**config.mk**
```make
export PLATFORM = sky130hd
export DESIGN_NAME = muldiv_ctrl_flat
export DESIGN_NICKNAME = d
export VERILOG_FILES = /design/src/rtl/muldiv_ctrl_pkg.sv /design/src/rtl/muldiv_ctrl_if.sv /design/src/rtl/muldiv_ctrl_hilo_reg.sv /design/src/rtl/muldiv_ctrl.sv /design/src/flat_wrapper.sv
export SDC_FILE = /design/constraint.sdc
export NUM_CORES = 1
export LEC_CHECK = 0
export CELL_PAD_IN_SITES_DETAIL_PLACEMENT = 1
export CELL_PAD_IN_SITES_GLOBAL_PLACEMENT = 1
export CORE_MARGIN = 10
export CORE_UTILIZATION = 35
export CTS_BUF_LIST = sky130_fd_sc_hd__clkbuf_4
export DETAILED_ROUTE_END_ITERATION = 16
export GPL_ROUTABILITY_DRIVEN = 0
export PLACE_DENSITY = 0.92
export SYNTH_ARGS = -nofsm -noshare
export SYNTH_HDL_FRONTEND = slang
export SYNTH_SLANG_ARGS = --single-unit
```
**constraint.sdc**
```tcl
create_clock -name clk -period 2.6 [get_ports clk]
set_input_delay 0.52 -clock clk [delete_from_list [all_inputs] [get_ports clk]]
set_output_delay 0.52 -clock clk [all_outputs]
set_load 0.02 [all_outputs]
```
**src/rtl/muldiv_ctrl_pkg.sv**
```systemverilog
// muldiv_ctrl_pkg: shared types and constants for the HI/LO multiply/divide
// sequencer.
//   md_op_e     - decoded HI/LO operation encodings (MD_MULT .. MD_MSUB)
//   mdc_state_e - sequencer states (MDC_IDLE .. MDC_COMMIT)
//   hilo_op_e   - how a 64-bit commit combines with the current HI/LO pair
//   ZeroWord    - 32-bit zero
//   WAIT_CNT_W  - width of the shared wait counter, sized to hold the longest
//                 timeout value (40)
// Optional feature macro used by the files importing this package: MADDSUB_EN.
package muldiv_ctrl_pkg;

  typedef enum logic [2:0] {
    MD_MULT  = 3'b000,
    MD_MULTU = 3'b001,
    MD_DIV   = 3'b010,
    MD_DIVU  = 3'b011,
    MD_MTHI  = 3'b100,
    MD_MTLO  = 3'b101,
    MD_MADD  = 3'b110,
    MD_MSUB  = 3'b111
  } md_op_e;

  typedef enum logic [1:0] {
    MDC_IDLE     = 2'd0,
    MDC_MUL_WAIT = 2'd1,
    MDC_DIV_WAIT = 2'd2,
    MDC_COMMIT   = 2'd3
  } mdc_state_e;

  typedef enum logic [1:0] {
    HILO_LOAD = 2'd0,
    HILO_ADD  = 2'd1,
    HILO_SUB  = 2'd2
  } hilo_op_e;

  localparam logic [31:0] ZeroWord   = 32'h0000_0000;
  localparam int          WAIT_CNT_W = 6;

endpackage

```
**src/rtl/muldiv_ctrl_if.sv**
```systemverilog
// muldiv_ctrl_if: bundles the EX-stage request, the multiplier/divider
// handshakes and the HI/LO outputs of muldiv_ctrl.
//   slave  modport - the sequencer itself (muldiv_ctrl)
//   master modport - the environment: EX stage, the two units, the HI/LO readers
// Signals: op_valid/op/src_a/src_b/flush (EX request), stall_req, busy,
// mul_* and div_* (unit handshakes), hi/lo, dbg_state (current FSM state).
//
// Handshake: a unit operation starts when *_start is high and ends on the
// single-cycle *_ready pulse; *_start is high only while the sequencer waits
// for that pulse and drops in the very cycle the pulse is seen, so a unit that
// has just completed never sees start again. *_stop is a single-cycle abort
// pulse (flush or timeout), during which *_start is low.
interface muldiv_ctrl_if;
  import muldiv_ctrl_pkg::*;

  logic        op_valid;
  logic [2:0]  op;
  logic [31:0] src_a;
  logic [31:0] src_b;
  logic        flush;
  logic        stall_req;
  logic        mul_start;
  logic        mul_stop;
  logic        mul_signed;
  logic [31:0] mul_a;
  logic [31:0] mul_b;
  logic [63:0] mul_result;
  logic        mul_ready;
  logic        div_start;
  logic        div_stop;
  logic        div_signed;
  logic [31:0] div_a;
  logic [31:0] div_b;
  logic [63:0] div_result;
  logic        div_ready;
  logic [31:0] hi;
  logic [31:0] lo;
  logic        busy;
  mdc_state_e  dbg_state;

  modport slave (
    input  op_valid, op, src_a, src_b, flush,
    input  mul_result, mul_ready, div_result, div_ready,
    output stall_req, busy, hi, lo, dbg_state,
    output mul_start, mul_stop, mul_signed, mul_a, mul_b,
    output div_start, div_stop, div_signed, div_a, div_b
  );

  modport master (
    output op_valid, op, src_a, src_b, flush,
    output mul_result, mul_ready, div_result, div_ready,
    input  stall_req, busy, hi, lo, dbg_state,
    input  mul_start, mul_stop, mul_signed, mul_a, mul_b,
    input  div_start, div_stop, div_signed, div_a, div_b
  );

endinterface

```
**src/rtl/muldiv_ctrl_hilo_reg.sv**
```systemverilog
// muldiv_ctrl_hilo_reg: the architectural HI/LO register pair.
//   clk, resetn  - clock, asynchronous active-low reset
//   i_we_hi/lo   - single-word write of i_wdata (MTHI/MTLO)
//   i_we64       - 64-bit commit of i_wdata64, combined per i_op64
//   o_hi, o_lo   - register contents
// Macro MADDSUB_EN builds the 64-bit accumulate/subtract path; without it a
// commit always loads i_wdata64 directly.
module muldiv_ctrl_hilo_reg
  import muldiv_ctrl_pkg::*;
(
  input  logic        clk,
  input  logic        resetn,
  input  logic        i_we_hi,
  input  logic        i_we_lo,
  input  logic [31:0] i_wdata,
  input  logic        i_we64,
  input  hilo_op_e    i_op64,
  input  logic [63:0] i_wdata64,
  output logic [31:0] o_hi,
  output logic [31:0] o_lo
);

  logic [31:0] r_hi;
  logic [31:0] r_lo;
  logic [63:0] w_next64;

`ifdef MADDSUB_EN
  // 64-bit wrap-around, so MADD/MSUB carry/borrow across the HI/LO boundary.
  always_comb begin
    w_next64 = i_wdata64;
    case (i_op64)
      HILO_ADD: w_next64 = {r_hi, r_lo} + i_wdata64;
      HILO_SUB: w_next64 = {r_hi, r_lo} - i_wdata64;
      default:  w_next64 = i_wdata64;
    endcase
  end
`else
  logic w_unused_op64;
  assign w_unused_op64 = ^i_op64;
  assign w_next64      = i_wdata64;
`endif

  always_ff @(posedge clk or negedge resetn) begin
    if (!resetn) begin
      r_hi <= ZeroWord;
      r_lo <= ZeroWord;
    end else if (i_we64) begin
      r_hi <= w_next64[63:32];
      r_lo <= w_next64[31:0];
    end else begin
      if (i_we_hi) r_hi <= i_wdata;
      if (i_we_lo) r_lo <= i_wdata;
    end
  end

  assign o_hi = r_hi;
  assign o_lo = r_lo;

endmodule

```
**src/rtl/muldiv_ctrl.sv**
```systemverilog
// muldiv_ctrl: sequences the shared multi-cycle multiplier and divider for the
// EX stage, stalls the pipeline until the unit answers, and commits the 64-bit
// result into HI/LO.
//   clk, resetn - clock, asynchronous active-low reset
//   bus         - muldiv_ctrl_if.slave (EX request, unit handshakes, HI/LO,
//                 stall_req, busy, dbg_state)
// Parameters: MUL_TIMEOUT / DIV_TIMEOUT - wait cycles before a forced abort.
// Macro MADDSUB_EN: op codes 110/111 become MADD/MSUB; otherwise they are
// no-ops.
module muldiv_ctrl
  import muldiv_ctrl_pkg::*;
#(
  parameter int MUL_TIMEOUT = 8,
  parameter int DIV_TIMEOUT = 40
) (
  input  logic         clk,
  input  logic         resetn,
  muldiv_ctrl_if.slave bus
);

  mdc_state_e            r_state, w_state_nxt;
  md_op_e                r_op, w_op;
  logic [31:0]           r_mul_a, r_mul_b, r_div_a, r_div_b;
  logic                  r_mul_signed, r_div_signed;
  logic [63:0]           r_result;
  logic [WAIT_CNT_W-1:0] r_wait_cnt;
  logic                  w_issue_mul, w_issue_div, w_we_hi, w_we_lo, w_capture;
  logic                  w_stall, w_mul_start, w_mul_stop, w_div_start, w_div_stop;
  logic                  w_mul_timeout, w_div_timeout;
  hilo_op_e              w_commit_op;

  assign w_op          = md_op_e'(bus.op);
  assign w_mul_timeout = (r_wait_cnt == WAIT_CNT_W'(MUL_TIMEOUT));
  assign w_div_timeout = (r_wait_cnt == WAIT_CNT_W'(DIV_TIMEOUT));

  always_ff @(posedge clk or negedge resetn) begin
    if (!resetn) r_state <= MDC_IDLE;
    else         r_state <= w_state_nxt;
  end

  // Priority inside a wait state: flush (a ready pulse in the same cycle is
  // dropped), then ready, then timeout. Start is high only in the plain
  // waiting branch, so it falls in the ready, flush and timeout cycles.
  always_comb begin
    w_state_nxt = r_state;
    w_issue_mul = 1'b0;
    w_issue_div = 1'b0;
    w_we_hi     = 1'b0;
    w_we_lo     = 1'b0;
    w_capture   = 1'b0;
    w_stall     = 1'b0;
    w_mul_start = 1'b0;
    w_mul_stop  = 1'b0;
    w_div_start = 1'b0;
    w_div_stop  = 1'b0;
    unique case (r_state)
      MDC_IDLE: begin
        if (bus.op_valid && !bus.flush) begin
          case (w_op)
            MD_MULT, MD_MULTU: w_issue_mul = 1'b1;
`ifdef MADDSUB_EN
            MD_MADD, MD_MSUB:  w_issue_mul = 1'b1;
`endif
            MD_DIV, MD_DIVU:   w_issue_div = 1'b1;
            MD_MTHI:           w_we_hi     = 1'b1;
            MD_MTLO:           w_we_lo     = 1'b1;
            default:           ;
          endcase
        end
        // Stall already in the issue cycle so the pipeline holds from here.
        if (w_issue_mul) begin
          w_stall     = 1'b1;
          w_state_nxt = MDC_MUL_WAIT;
        end
        if (w_issue_div) begin
          w_stall     = 1'b1;
          w_state_nxt = MDC_DIV_WAIT;
        end
      end
      MDC_MUL_WAIT: begin
        w_stall = 1'b1;
        if (bus.flush) begin
          w_stall     = 1'b0;
          w_mul_stop  = 1'b1;
          w_state_nxt = MDC_IDLE;
        end else if (bus.mul_ready) begin
          w_capture   = 1'b1;
          w_state_nxt = MDC_COMMIT;
        end else if (w_mul_timeout) begin
          w_mul_stop  = 1'b1;
          w_state_nxt = MDC_IDLE;
        end else begin
          w_mul_start = 1'b1;
        end
      end
      MDC_DIV_WAIT: begin
        w_stall = 1'b1;
        if (bus.flush) begin
          w_stall     = 1'b0;
          w_div_stop  = 1'b1;
          w_state_nxt = MDC_IDLE;
        end else if (bus.div_ready) begin
          w_capture   = 1'b1;
          w_state_nxt = MDC_COMMIT;
        end else if (w_div_timeout) begin
          w_div_stop  = 1'b1;
          w_state_nxt = MDC_IDLE;
        end else begin
          w_div_start = 1'b1;
        end
      end
      // The instruction has retired past EX: commit even under flush.
      MDC_COMMIT: w_state_nxt = MDC_IDLE;
      default:    w_state_nxt = MDC_IDLE;
    endcase
  end

  always_ff @(posedge clk or negedge resetn) begin
    if (!resetn) begin
      r_op         <= MD_MULT;
      r_mul_a      <= ZeroWord;
      r_mul_b      <= ZeroWord;
      r_mul_signed <= 1'b0;
      r_div_a      <= ZeroWord;
      r_div_b      <= ZeroWord;
      r_div_signed <= 1'b0;
      r_result     <= 64'h0;
      r_wait_cnt   <= '0;
    end else begin
      if (w_issue_mul) begin
        r_op         <= w_op;
        r_mul_a      <= bus.src_a;
        r_mul_b      <= bus.src_b;
        r_mul_signed <= (w_op != MD_MULTU);  // MULT, MADD, MSUB are signed
      end
      if (w_issue_div) begin
        r_op         <= w_op;
        r_div_a      <= bus.src_a;
        r_div_b      <= bus.src_b;
        r_div_signed <= (w_op == MD_DIV);
      end
      if (w_issue_mul || w_issue_div)
        r_wait_cnt <= '0;
      else if (r_state == MDC_MUL_WAIT || r_state == MDC_DIV_WAIT)
        r_wait_cnt <= r_wait_cnt + 1'b1;
      // The divider returns {remainder, quotient}, which already is {HI, LO}.
      if (w_capture)
        r_result <= (r_state == MDC_MUL_WAIT) ? bus.mul_result : bus.div_result;
    end
  end

  always_comb begin
    w_commit_op = HILO_LOAD;
    case (r_op)
      MD_MADD: w_commit_op = HILO_ADD;
      MD_MSUB: w_commit_op = HILO_SUB;
      default: w_commit_op = HILO_LOAD;
    endcase
  end

  muldiv_ctrl_hilo_reg u_hilo (
    .clk       (clk),
    .resetn    (resetn),
    .i_we_hi   (w_we_hi),
    .i_we_lo   (w_we_lo),
    .i_wdata   (bus.src_a),
    .i_we64    (r_state == MDC_COMMIT),
    .i_op64    (w_commit_op),
    .i_wdata64 (r_result),
    .o_hi      (bus.hi),
    .o_lo      (bus.lo)
  );

  assign bus.stall_req  = w_stall;
  assign bus.busy       = (r_state != MDC_IDLE);
  assign bus.dbg_state  = r_state;
  assign bus.mul_start  = w_mul_start;
  assign bus.mul_stop   = w_mul_stop;
  assign bus.mul_signed = r_mul_signed;
  assign bus.mul_a      = r_mul_a;
  assign bus.mul_b      = r_mul_b;
  assign bus.div_start  = w_div_start;
  assign bus.div_stop   = w_div_stop;
  assign bus.div_signed = r_div_signed;
  assign bus.div_a      = r_div_a;
  assign bus.div_b      = r_div_b;

endmodule

```
**src/flat_wrapper.sv**
```systemverilog
// flat-port wrapper written by rule: the top's interface ports become plain ports
module muldiv_ctrl_flat import muldiv_ctrl_pkg::*;
#(
  parameter int MUL_TIMEOUT = 8,
  parameter int DIV_TIMEOUT = 40
)
  (clk, resetn, bus_op_valid, bus_op, bus_src_a, bus_src_b, bus_flush, bus_mul_result, bus_mul_ready, bus_div_result, bus_div_ready, bus_stall_req, bus_busy, bus_hi, bus_lo, bus_dbg_state, bus_mul_start, bus_mul_stop, bus_mul_signed, bus_mul_a, bus_mul_b, bus_div_start, bus_div_stop, bus_div_signed, bus_div_a, bus_div_b);
  muldiv_ctrl_if bus_i ();
  input  logic clk;
  input  logic resetn;
  input wire logic [$bits(bus_i.op_valid)-1:0] bus_op_valid;
  input wire logic [$bits(bus_i.op)-1:0] bus_op;
  input wire logic [$bits(bus_i.src_a)-1:0] bus_src_a;
  input wire logic [$bits(bus_i.src_b)-1:0] bus_src_b;
  input wire logic [$bits(bus_i.flush)-1:0] bus_flush;
  input wire logic [$bits(bus_i.mul_result)-1:0] bus_mul_result;
  input wire logic [$bits(bus_i.mul_ready)-1:0] bus_mul_ready;
  input wire logic [$bits(bus_i.div_result)-1:0] bus_div_result;
  input wire logic [$bits(bus_i.div_ready)-1:0] bus_div_ready;
  output wire logic [$bits(bus_i.stall_req)-1:0] bus_stall_req;
  output wire logic [$bits(bus_i.busy)-1:0] bus_busy;
  output wire logic [$bits(bus_i.hi)-1:0] bus_hi;
  output wire logic [$bits(bus_i.lo)-1:0] bus_lo;
  output wire logic [$bits(bus_i.dbg_state)-1:0] bus_dbg_state;
  output wire logic [$bits(bus_i.mul_start)-1:0] bus_mul_start;
  output wire logic [$bits(bus_i.mul_stop)-1:0] bus_mul_stop;
  output wire logic [$bits(bus_i.mul_signed)-1:0] bus_mul_signed;
  output wire logic [$bits(bus_i.mul_a)-1:0] bus_mul_a;
  output wire logic [$bits(bus_i.mul_b)-1:0] bus_mul_b;
  output wire logic [$bits(bus_i.div_start)-1:0] bus_div_start;
  output wire logic [$bits(bus_i.div_stop)-1:0] bus_div_stop;
  output wire logic [$bits(bus_i.div_signed)-1:0] bus_div_signed;
  output wire logic [$bits(bus_i.div_a)-1:0] bus_div_a;
  output wire logic [$bits(bus_i.div_b)-1:0] bus_div_b;
  assign bus_i.op_valid = bus_op_valid;
  assign bus_i.op = bus_op;
  assign bus_i.src_a = bus_src_a;
  assign bus_i.src_b = bus_src_b;
  assign bus_i.flush = bus_flush;
  assign bus_i.mul_result = bus_mul_result;
  assign bus_i.mul_ready = bus_mul_ready;
  assign bus_i.div_result = bus_div_result;
  assign bus_i.div_ready = bus_div_ready;
  assign bus_stall_req = bus_i.stall_req;
  assign bus_busy = bus_i.busy;
  assign bus_hi = bus_i.hi;
  assign bus_lo = bus_i.lo;
  assign bus_dbg_state = bus_i.dbg_state;
  assign bus_mul_start = bus_i.mul_start;
  assign bus_mul_stop = bus_i.mul_stop;
  assign bus_mul_signed = bus_i.mul_signed;
  assign bus_mul_a = bus_i.mul_a;
  assign bus_mul_b = bus_i.mul_b;
  assign bus_div_start = bus_i.div_start;
  assign bus_div_stop = bus_i.div_stop;
  assign bus_div_signed = bus_i.div_signed;
  assign bus_div_a = bus_i.div_a;
  assign bus_div_b = bus_i.div_b;
  muldiv_ctrl #(.MUL_TIMEOUT(MUL_TIMEOUT), .DIV_TIMEOUT(DIV_TIMEOUT)) u_core (.clk(clk), .resetn(resetn), .bus(bus_i));
endmodule
```
==> metrics.md, run 1 <==
| Metric | Value |
|---|---|
| Met3 usage in global routing | `6.60%` |
| Crit share post-route | `95.0%` |
| CP Capture Point | `bus_mul_stop` |
| # clock sinks | `266` |
| CP cell instances | `inv_1 -> ha_4 -> nand4bb_4 -> nor3_1 -> o21a_1 -> buf_6` |
| Fraction of layout cells with a size suffix above 1 | `15.4%` |
| Total clock buffers created by CTS | `73` |
| Hold/Removal Path Class | `input pin to asynchronous set/reset pin` |
| R2R setup slack | `0.44 ns` |
| Via count | `10200` |
| CTS tree | `done` |
| Synth warnings | `0` |
| Final Util | `52.9%` |
| Initial antenna violation count | `1` |
| Top Usage Layer GRT | `met2` |
| Number of remaining DRC errors | `0` |
| Sequential fraction of the synthesis area | `58.4%` |
| Ranking of synthesized cells by area | `dfrtp_1 (58%), nand2_1 (8.5%), a21oi_1 (8.4%)` |
| CP endpoint kind | `output port` |
| Dominant synthesized flop cell | `dfrtp_1` |
| Avg Cell Area, Syn | `10.3 um^2` |
| Final Cell Area | `0.0171 mm^2` |
| Status | `finished, final reports clean` |
| First-iteration detailed-routing DRC count | `427` |
| Crit path from | `u_core.r_wait_cnt[1]` |
| Via density | `4.99` |
| Worst reg2reg path endpoint | `u_core.u_hilo.o_lo[23]` |
| WL final | `46000 um` |
| Maximum vdd drop | `612 uV` |
| Worst Path Class, Setup | `register to output port` |
| Synth area leader | `dfrtp_1` |
| Max Freq | `0.405 GHz` |
| I/O Pins | `403` |
| Max_cap viols | `0` |
| Die width | `200 um` |
| Core ar. | `0.0323 mm^2` |
| Area post-placement | `0.0161 mm^2` |
| Post-synthesis instance total | `1105` |
| Clock Path Buffers | `3` |
| Largest net degree at the start of global routing | `75` |
| Tmin final | `2.47 ns` |
| Number of iterations in the first detailed-routing pass | `4` |
| Worst path arrival time | `1.95 ns` |
| Met1 usage | `24.8%` |
| Clk slew on worst S/H paths | `0.07 ns` |
| Worst Reg2Reg Path Length in Cells | `7` |
| Area delta synth->final | `49.9%` |
| Wire per inst | `22.5 um` |
| Startpoint Class | `register` |
| EDFF count, synth | `0` |
| Reg-to-Reg Start | `u_core.bus.dbg_state[1]` |
| CP max-delay cell | `dfrtp_1` |
| Clk Latency, worst-skew pair | `0.66 ns` |
| # port buffers | `402` |
| Data required time of the critical path | `2.08 ns` |
| Fin. Hold Viols | `0` |
| Netlist Area Pre-Place | `0.0114 mm^2` |
| Vias in the first global route | `11600` |
| Die height | `200 um` |
| Initial Utilization | `35.3%` |
| Slew Limit Fails | `0` |
| Unrepaired setup endpoints after global routing | `yes` |
| H-tree lvl count | `3` |
| Min Hold Slack | `0.381 ns` |
| Max incr delay on CP | `0.38 ns` |
| Setup-failing EPs final | `0` |
| Synth async-reset ratio | `100%` |
| Syn Nets | `1312` |
| Row count | `66` |
| Pwr dens | `1260 mW/mm^2` |
| Worst Path Max Fanout | `4` |
| Worst-Margin Slew | `0.938 ns` |
| Seq cells post-synth | `266` |
| M2 GR Usage | `38.7%` |
| Die area | `0.0402 mm^2` |
| Clock Skew | `0.0627 ns` |
| Global route overflow | `0` |
| Yosys top cell area share | `58.4%` |
| GRT Util Overall | `22.3%` |
| Root Buffer | `clkbuf_4` |
| Global-route wire length before repair | `70200 um` |
| Post-route ant nets | `0` |
| HPWL after DPL | `34700 um` |
| Setup tns final | `0 ns` |
| Unique masters post-synth | `35` |
| Final nets | `1760` |
| Worst slew margin | `37.5%` |
| Pleak | `7.65 nW` |
-- flip-flops by register name (all words and copies together) (netlist names) --
register and flops:
u_core.bus.div_signed 1, u_core.u_hilo.o_hi 32, u_core.bus.div_b 32, u_core.bus.mul_b 32
u_core.bus.div_a 32, u_core.r_result 64, u_core.r_wait_cnt 6, u_core.u_hilo.o_lo 32
u_core.bus.mul_a 32, u_core.bus.dbg_state 2, u_core.bus.mul_signed 1
-- power by group --
part	internal (mW)	total, mW	switching [mW]
clock network	1.94	3.70	1.75
logic	4.82	10.5	5.70
registers	6.17	7.35	1.19
total	12.9	21.6	8.65
-- layout make-up --
class / count / area (um^2)
Antenna cell: 1 / 2.50
Clock buffer: 112 / 841
Clock inverter: 11 / 42.5
Fill cell: 3541 / 15200
Inverter: 8 / 30.0
Multi-Input combinational cell: 759 / 4460
Sequential cell: 266 / 6660
Tap cell: 442 / 553
Timing Repair Buffer: 445 / 4490
-- per-stage QoR --
stage | instances | worst slack [ns] | power (mW)
after floorplan | 1105 | 0.476 | 12.5
after global placement | 1917 | -0.0952 | 17.2
after detailed placement | 1917 | -0.116 | 17.9
after CTS | 2043 | -0.0154 | 21.8
after global routing | 2044 | -0.0322 | 22.9
final | 2044 | 0.129 | 21.6
-- worst max-delay path: cells and delay by family (launching register included) --
| kind | cells | cell delay (ns) |
|---|---|---|
| flops | 1 | 0.38 |
| simple gates | 2 | 0.35 |
| compound gates | 1 | 0.18 |
| fa+ha+maj | 1 | 0.15 |
| buf+inv | 2 | 0.24 |
-- synthesized netlist by cell type, types with 2 or more instances --
master,count
nor3_1,2
and3_1,2
dfrtp_1,266
mux2i_1,67
nand4_1,2
mux2_1,7
nor3b_2,2
inv_1,8
o21ai_0,4
buf_4,6
clkbuf_1,32
nor2_1,75
ha_1,6
nor2b_1,62
xor2_1,3
nand2_1,258
buf_2,34
o21a_1,2
mux2_2,61
a21oi_1,191
-- cell families (layout without fill, tap and decap cells) --
logic type | after synthesis | in the layout | synth area share [%]
muxes | 135 | 135 | 12.6
buffers and inverters | 80 | 576 | 3.21
and+or+nand+nor | 413 | 413 | 15.8
other | 0 | 1 | 0
AOI/OAI and AO/OA | 201 | 201 | 8.97
adders and majority gates | 6 | 6 | 0.659
DFF | 266 | 266 | 58.4
xor gates and xnor gates | 4 | 4 | 0.308
-- cell usage in the layout, fill, tap and decap left out, types with 3 or more instances in the layout --
| cell type | netlist | final |
|---|---|---|
| clkdlybuf4s50_1 | 0 | 395 |
| dfrtp_1 | 266 | 265 |
| nand2_1 | 258 | 258 |
| a21oi_1 | 191 | 190 |
| clkbuf_4 | 0 | 112 |
| nor2_1 | 75 | 74 |
| mux2i_1 | 67 | 67 |
| nor2b_1 | 62 | 62 |
| mux2_2 | 61 | 61 |
| buf_4 | 6 | 30 |
| buf_12 | 0 | 12 |
| mux2_1 | 7 | 7 |
| inv_1 | 8 | 6 |
| inv_2 | 0 | 6 |
| clkinv_1 | 0 | 6 |
| o21ai_0 | 4 | 4 |
| ha_4 | 0 | 4 |
| xor2_1 | 3 | 3 |
| buf_2 | 34 | 3 |
-- routing by layer --
metal	routed length, um	part of all wire (%)	vias to the layer above
met4	1880	4.1	0
met1	17800	39	5118
met5	0	0	-
met3	3080	6.7	107
met2	23200	51	384
li1	-	-	4582
-- worst min-delay path by stage --
stage	from	to	slack, ns
final	resetn	u_core.r_result[6]	0.38
after global routing	bus_src_b[9]	u_core.bus.div_b[9]	0.38
after CTS	resetn	u_core.r_result[6]	0.37
after detailed placement	u_core.bus.div_b[13]	u_core.bus.div_b[13]	0.46
after global placement	u_core.bus.div_b[13]	u_core.bus.div_b[13]	0.46
after floorplan	resetn	u_core.bus.dbg_state[0]	0.22
-- what timing repair did --
| action | in CTS | in global routing |
|---|---|---|
| hold buffers | 1 | 0 |
| endpoints found under the hold margin | 56 | 0 |
| gates resized for setup | 29 | 8 |
| pin swaps | 4 | 2 |
| setup buffers | 2 | 0 |
| setup endpoints to repair | 6 | 5 |
No activity file was read; power rests on OpenSTA's default activity.
==> run 2, diff against run 1 <==
Settings changed: CORE_UTILIZATION 35 to 25, PLACE_DENSITY 0.92 to 0.72.
Clock period 2.6 ns to 2.85 ns, I/O delays scaled along.
==> run 2 against run 1 <==
Combinational power shrank 11%. Worst hold slack gained 0.0039 ns. Total power shrank 9.3%. Clock skew shrank 0.021 ns. Register-to-register slack gained 0.21 ns. Die area grew 36%. Setup slack gained 0.041 ns. Design area grew 1.6%. Sequential share of layout area shrank 0.60 points. Largest cell class unchanged.
==> metrics.md, run 2 (same netlist as run 1, synthesis figures left out) <==
| Metric | Value |
|---|---|
| Post-route ant nets | `0` |
| Max incr delay on CP | `0.38 ns` |
| Global-route wire length before repair | `67300 um` |
| Largest register FFs | `64` |
| Worst reg2reg path endpoint | `u_core.r_result[6]` |
| # port buffers | `402` |
| Worst Reg2Reg Path Length in Cells | `7` |
| First-iteration detailed-routing DRC count | `342` |
| I/O Pins | `403` |
| Data required time of the critical path | `2.28 ns` |
| Largest Register | `u_core.r_result` |
| Area delta synth->final | `52.3%` |
| Crit share post-route | `94.0%` |
| Max Freq | `0.373 GHz` |
| Total power | `19.6 mW` |
| Wire per inst | `20.5 um` |
| P_int | `11.8 mW` |
| HPWL after DPL | `33700 um` |
| # clock sinks | `266` |
| Largest net degree at the start of global routing | `69` |
| CP cell instances | `inv_1 -> ha_2 -> nand4bb_4 -> nor3_1 -> o21a_1 -> buf_6` |
| Status | `finished, final reports clean` |
| Vias in the first global route | `11000` |
| Die height | `233 um` |
| Fraction of layout cells with a size suffix above 1 | `15.0%` |
| Number of iterations in the first detailed-routing pass | `4` |
| WL final | `45600 um` |
| Switching Power | `7.75 mW` |
| Initial antenna violation count | `1` |
| Worst Path Class, Setup | `register to output port` |
| Slew Limit Fails | `0` |
| Min Hold Slack | `0.384 ns` |
| Unrepaired setup endpoints after global routing | `no` |
| CP endpoint kind | `output port` |
| Sequential share of power | `34.0%` |
| Initial Utilization | `25.2%` |
| Final WS setup | `0.170 ns` |
| Pleak | `7.68 nW` |
| Register area | `0.00666 mm^2` |
| Fillers | `5144` |
| CP max-delay cell | `dfrtp_1` |
| Max_cap viols | `0` |
| Clk Latency, worst-skew pair | `0.75 ns` |
| Number of remaining DRC errors | `0` |
| Worst-Margin Slew | `0.745 ns` |
| Root Buffer | `clkbuf_4` |
| Family with the most delay on the worst path | `flip-flops` |
| Via count | `9899` |
| Core ar. | `0.0452 mm^2` |
| Pwr dens | `1130 mW/mm^2` |
| Worst slew margin | `50.3%` |
| Tmin final | `2.68 ns` |
| Combinational share of power | `47.8%` |
| Via density | `4.46` |
| Commonest non-fill, non-tap cells in the layout | `clkdlybuf4s50_1 (395), dfrtp_1 (265), nand2_1 (258), a21oi_1 (191), clkbuf_4 (116)` |
| Switching Fraction | `39.6%` |
| Row count | `78` |
| Die area | `0.0545 mm^2` |
| Setup-failing EPs final | `0` |
| Area post-placement | `0.0163 mm^2` |
| Fin. Hold Viols | `0` |
| Final nets | `1767` |
| Die width | `233 um` |
| Worst Path Buf+Inv | `2` |
| Commonest non-fill, non-tap cell in the layout | `clkdlybuf4s50_1` |
| Setup WS pre-CTS | `0.0553 ns` |
| H-tree lvl count | `3` |
| Reg-to-Reg Start | `u_core.bus.dbg_state[1]` |
| Worst Path Max Fanout | `4` |
| CTS tree | `done` |
| Clk slew on worst S/H paths | `0.06 ns` |
| R2R setup slack | `0.65 ns` |
| Final Cell Area | `0.0174 mm^2` |
| Clock Path Buffers | `3` |
| Clock Skew | `0.0412 ns` |
| Area of the multi-input gates | `0.00445 mm^2` |
| Maximum vdd drop | `409 uV` |
| Startpoint Class | `register` |
| Hold/Removal Path Class | `input pin to asynchronous set/reset pin` |
| GRT Util Overall | `16.3%` |
| Setup tns final | `0 ns` |
| Total clock buffers created by CTS | `81` |
| Global route overflow | `0` |
| Clk pwr share | `18.2%` |
| Worst path arrival time | `2.11 ns` |
-- run 2: cell count changes in the layout (fill, tap and decap cells not counted), sizes merged --
| cell | before | now |
|---|---|---|
| buf | 47 | 45 |
| dlygate4sd2 | 0 | 1 |
| clkinv | 7 | 22 |
| inv | 12 | 10 |
| clkbuf | 112 | 116 |
-- run 2: per-stage QoR --
stage	utilization (%)	cells
finish	38.4	2218
global route	38.4	2218
CTS	38.4	2217
detailed placement	36.1	2069
global placement	36.1	2069
floorplan	-	1105
-- run 2: worst max-delay path by stage --
stage,startpoint,to,slack [ns],cells past startpoint
3_3_place_gp,bus_op_valid,bus_stall_req,0.09,6
2_1_floorplan,bus_flush,bus_stall_req,0.64,6
5_1_grt,u_core.r_wait_cnt[0],bus_mul_stop,0.01,6
4_1_cts,u_core.bus.dbg_state[0],bus_stall_req,0.03,6
3_5_place_dp,bus_flush,bus_stall_req,0.06,6
6_report,u_core.r_wait_cnt[0],bus_mul_stop,0.17,6
-- run 2: cell type report --
class                   instances  share of cell area, %
flip-flops and latches        266                   38.4
repair buffers                444                   25.9
multi-input cells             759                   25.6
clock buffers                 116                   5.02
well taps                     600                   4.33
clock inverters                24                  0.534
inverters                       8                  0.173
diodes                          1                 0.0144
-- run 2: per-layer routing --
layer | wire length [um] | vias to the layer above | GRT usage (%)
met5 | 0 | - | 0
met4 | 1010 | 0 | 6.07
met3 | 3290 | 58 | 4.72
met2 | 22300 | 327 | 27.7
met1 | 18900 | 4885 | 19.2
li1 | - | 4629 | -
-- run 2: power by group through the flow --
stage / registers [mW] / clock network, mW / logic [mW]
after floorplan: 8.18 / 0 / 3.20
after global placement: 6.60 / 0 / 9.27
after detailed placement: 6.72 / 0 / 9.48
after CTS: 6.67 / 3.77 / 9.58
after global routing: 6.89 / 4.00 / 10.1
final: 6.65 / 3.56 / 9.36
-- run 2: repair_timing --
| action | 4_1_cts | 5_1_grt |
|---|---|---|
| endpoints found under the hold margin | 55 | 0 |
| hold buffers | 1 | 0 |
| endpoints found under the setup margin | 6 | 2 |
| pin swaps | 3 | 1 |
| resized for setup | 19 | 1 |
| buffers inserted | 7 | 0 |
==> run 3, diff against run 2 <==
Settings changed: ABC_AREA from default to 1, PLACE_DENSITY 0.72 to 0.71.
==> run 3 against run 2 <==
Register-to-register slack improved by 0.10 ns. Global-route usage rose by 0.61 points. Total power down 2.9%. Cell count is 8.5% higher. Routed wire length grew 3.4%. Highest routed layer unchanged. Design area fell by 0.51%. Via count up 11%. Setup slack worse by 0.051 ns.
==> metrics.md, run 3 <==
| Metric | Value |
|---|---|
| Hold/Removal Path Class | `input pin to asynchronous set/reset pin` |
| Worst path arrival time | `2.16 ns` |
| Largest net degree at the start of global routing | `97` |
| Die height | `233 um` |
| Synth cell count leaders | `nand2_1 (386), dfrtp_1 (266), nand3_1 (134)` |
| First-iteration detailed-routing DRC count | `614` |
| EDFF count, synth | `0` |
| Commonest non-fill, non-tap cells in the layout | `clkdlybuf4s50_1 (396), nand2_1 (384), dfrtp_1 (264), nand3_1 (131), o21ai_0 (125)` |
| Tmin final | `2.73 ns` |
| Seq cells post-synth | `266` |
| Unrepaired setup endpoints after global routing | `yes` |
| HPWL after DPL | `35800 um` |
| # port buffers | `402` |
| Root Buffer | `clkbuf_4` |
| Worst-Margin Slew | `0.678 ns` |
| H-tree lvl count | `3` |
| Slew Limit Fails | `0` |
| Startpoint Class | `register` |
| Yosys top cell area share | `58.5%` |
| Non-filler cells, final | `2407` |
| Die area | `0.0545 mm^2` |
| R2R setup slack | `0.75 ns` |
| Ranking of synthesized cells by area | `dfrtp_1 (58%), nand2_1 (13%), nand3_1 (5.9%)` |
| Total clock buffers created by CTS | `75` |
| Worst Path Class, Setup | `register to output port` |
| Status | `finished, final reports clean` |
| Maximum vdd drop | `415 uV` |
| Final nets | `1963` |
| Clk slew on worst S/H paths | `0.06 ns` |
| Row count | `78` |
| Syn Nets | `1529` |
| Clock Skew | `0.0406 ns` |
| Post-route ant nets | `0` |
| Number of remaining DRC errors | `0` |
| Inst Count DP | `2276` |
| CTS tree | `done` |
| Global route overflow | `0` |
| I/O Pins | `403` |
| Initial antenna violation count | `1` |
| Post-synthesis instance total | `1322` |
| Worst slew margin | `54.8%` |
| Vias in the first global route | `11800` |
| Global-route wire length before repair | `71300 um` |
| Via density | `4.57` |
| Core ar. | `0.0452 mm^2` |
| Largest Register | `u_core.r_result` |
| Initial Utilization | `25.2%` |
| Max Freq | `0.366 GHz` |
| Largest register FFs | `64` |
| Die width | `233 um` |
| CP endpoint kind | `output port` |
| Min Hold Slack | `0.270 ns` |
| Total power | `19.0 mW` |
| Most Frequent Cell on Critical Path | `inv_1` |
| GRT Util Overall | `16.9%` |
| Netlist Area Pre-Place | `0.0114 mm^2` |
| Sequential fraction of the synthesis area | `58.5%` |
| Unique masters post-synth | `25` |
| Dominant synthesized flop cell | `dfrtp_1` |
| CP max-delay cell | `dfrtp_2` |
| Wire per inst | `19.6 um` |
| Avg Cell Area, Syn | `8.61 um^2` |
| WL final | `47100 um` |
| Number of iterations in the first detailed-routing pass | `5` |
| Worst Path Buf+Inv | `4` |
| Pleak | `7.83 nW` |
| Fin. Hold Viols | `0` |
| Fraction of layout cells with a size suffix above 1 | `10.3%` |
| Crit share post-route | `95.8%` |
| CP cell instances | `inv_1 -> ha_2 -> inv_2 -> nor3_1 -> nand2_1 -> inv_1 -> clkdlybuf4s15_1` |
| Synth warnings | `0` |
| Via count | `11000` |
| Worst Reg2Reg Path Length in Cells | `8` |
| Max incr delay on CP | `0.44 ns` |
| Commonest non-fill, non-tap cell in the layout | `clkdlybuf4s50_1` |
| Most frequent cell after synthesis | `nand2_1` |
| Pwr dens | `1100 mW/mm^2` |
| Data required time of the critical path | `2.28 ns` |
| Clk Latency, worst-skew pair | `0.76 ns` |
| Reg-to-Reg Start | `u_core.bus.dbg_state[1]` |
| # clock sinks | `266` |
| Synth area leader | `dfrtp_1` |
| Synth async-reset ratio | `100%` |
| Max_cap viols | `0` |
| Clock Path Buffers | `3` |
| Setup-failing EPs final | `0` |
| Area delta synth->final | `51.6%` |
| Worst reg2reg path endpoint | `u_core.r_result[0]` |
| Family with the most delay on the worst path | `buffers and inverters` |
| Worst Path Max Fanout | `5` |
## run 3: cell types whose count changed after synthesis, sizes merged, moves of 7 or more
cell    delta
a31oi     +64
a21oi    -188
nor2      +35
buf       +14
mux2      -68
nor2b     -62
inv       +72
nand3    +132
nand2    +129
clkbuf     +7
o21ai    +129
mux2i     -67
nand4     +35
## run 3: through the flow
step           setup WS, ns  utilization [%]  setup TNS, ns  instance area (um^2)
2_1_floorplan         0.717                -              0                 11400
5_1_grt             -0.0478             38.2        -0.0666                 17300
4_1_cts             -0.0329             38.1        -0.0329                 17200
3_3_place_gp         0.0204             36.1              0                 16300
6_report              0.119             38.2              0                 17300
3_5_place_dp        -0.0424             36.1        -0.0424                 16300
## run 3: worst max-delay path by stage
stage,from,endpoint,depth (start not counted)
4_1_cts,u_core.bus.dbg_state[0],bus_busy,4
3_5_place_dp,bus_op[1],bus_stall_req,8
2_1_floorplan,u_core.bus.dbg_state[0],bus_stall_req,5
5_1_grt,u_core.bus.dbg_state[1],bus_mul_start,7
3_3_place_gp,bus_op[1],bus_stall_req,8
6_report,u_core.bus.dbg_state[1],bus_mul_start,7
## run 3: area by class of cell
| class | instances | area [um^2] |
|---|---|---|
| Antenna cell | 2 | 5.00 |
| Clock buffer | 104 | 781 |
| Multi-Input combinational cell | 882 | 4080 |
| Timing Repair Buffer | 450 | 4550 |
| Fill cell | 5342 | 27900 |
| Sequential cell | 266 | 6660 |
| Tap cell | 600 | 751 |
| Inverter | 81 | 304 |
| Clock inverter | 22 | 138 |
## run 3: where the power goes
group          total (mW)  switching, mW  internal (mW)
Clock                3.50           1.64           1.86
Sequential           6.68           1.09           5.58
Combinational        8.84           5.00           3.84
## run 3: repair_timing
action | CTS | global route
endpoints found under the setup margin | 6 | 6
resized for setup | 17 | 8
hold buffers | 1 | 0
hold endpoints to repair | 221 | 0
pin swaps | 1 | 0
setup buffers | 0 | 2
## run 3: per-layer routing
metal  GRT usage, %  wire length [um]  up-vias
li1               -                 -     5249
met1           21.2             20600     5299
met2           26.3             21400      387
met3           6.31              4290       60
met4           5.70               893        0
met5              0                 0        -
## run 3: worst register-to-register path: cells and delay by family (launching register included)
family                   cells  cell delay [ns]
AO/OA/AOI/OAI                2             0.61
buffers and inverters        3             0.54
flip-flops                   1             0.41
adder cells (fa/ha/maj)      1             0.32
AND/OR/NAND/NOR              2             0.12
## run 3: cell families after synthesis
family | count (synthesis) | synth area share, %
AOI/OAI and AO/OA | 203 | 9.69
xor gates and xnor gates | 1 | 0.0769
adders and majority gates | 6 | 0.659
and+or+nand+nor | 672 | 24.7
DFF | 266 | 58.5
buffers and inverters | 174 | 6.44
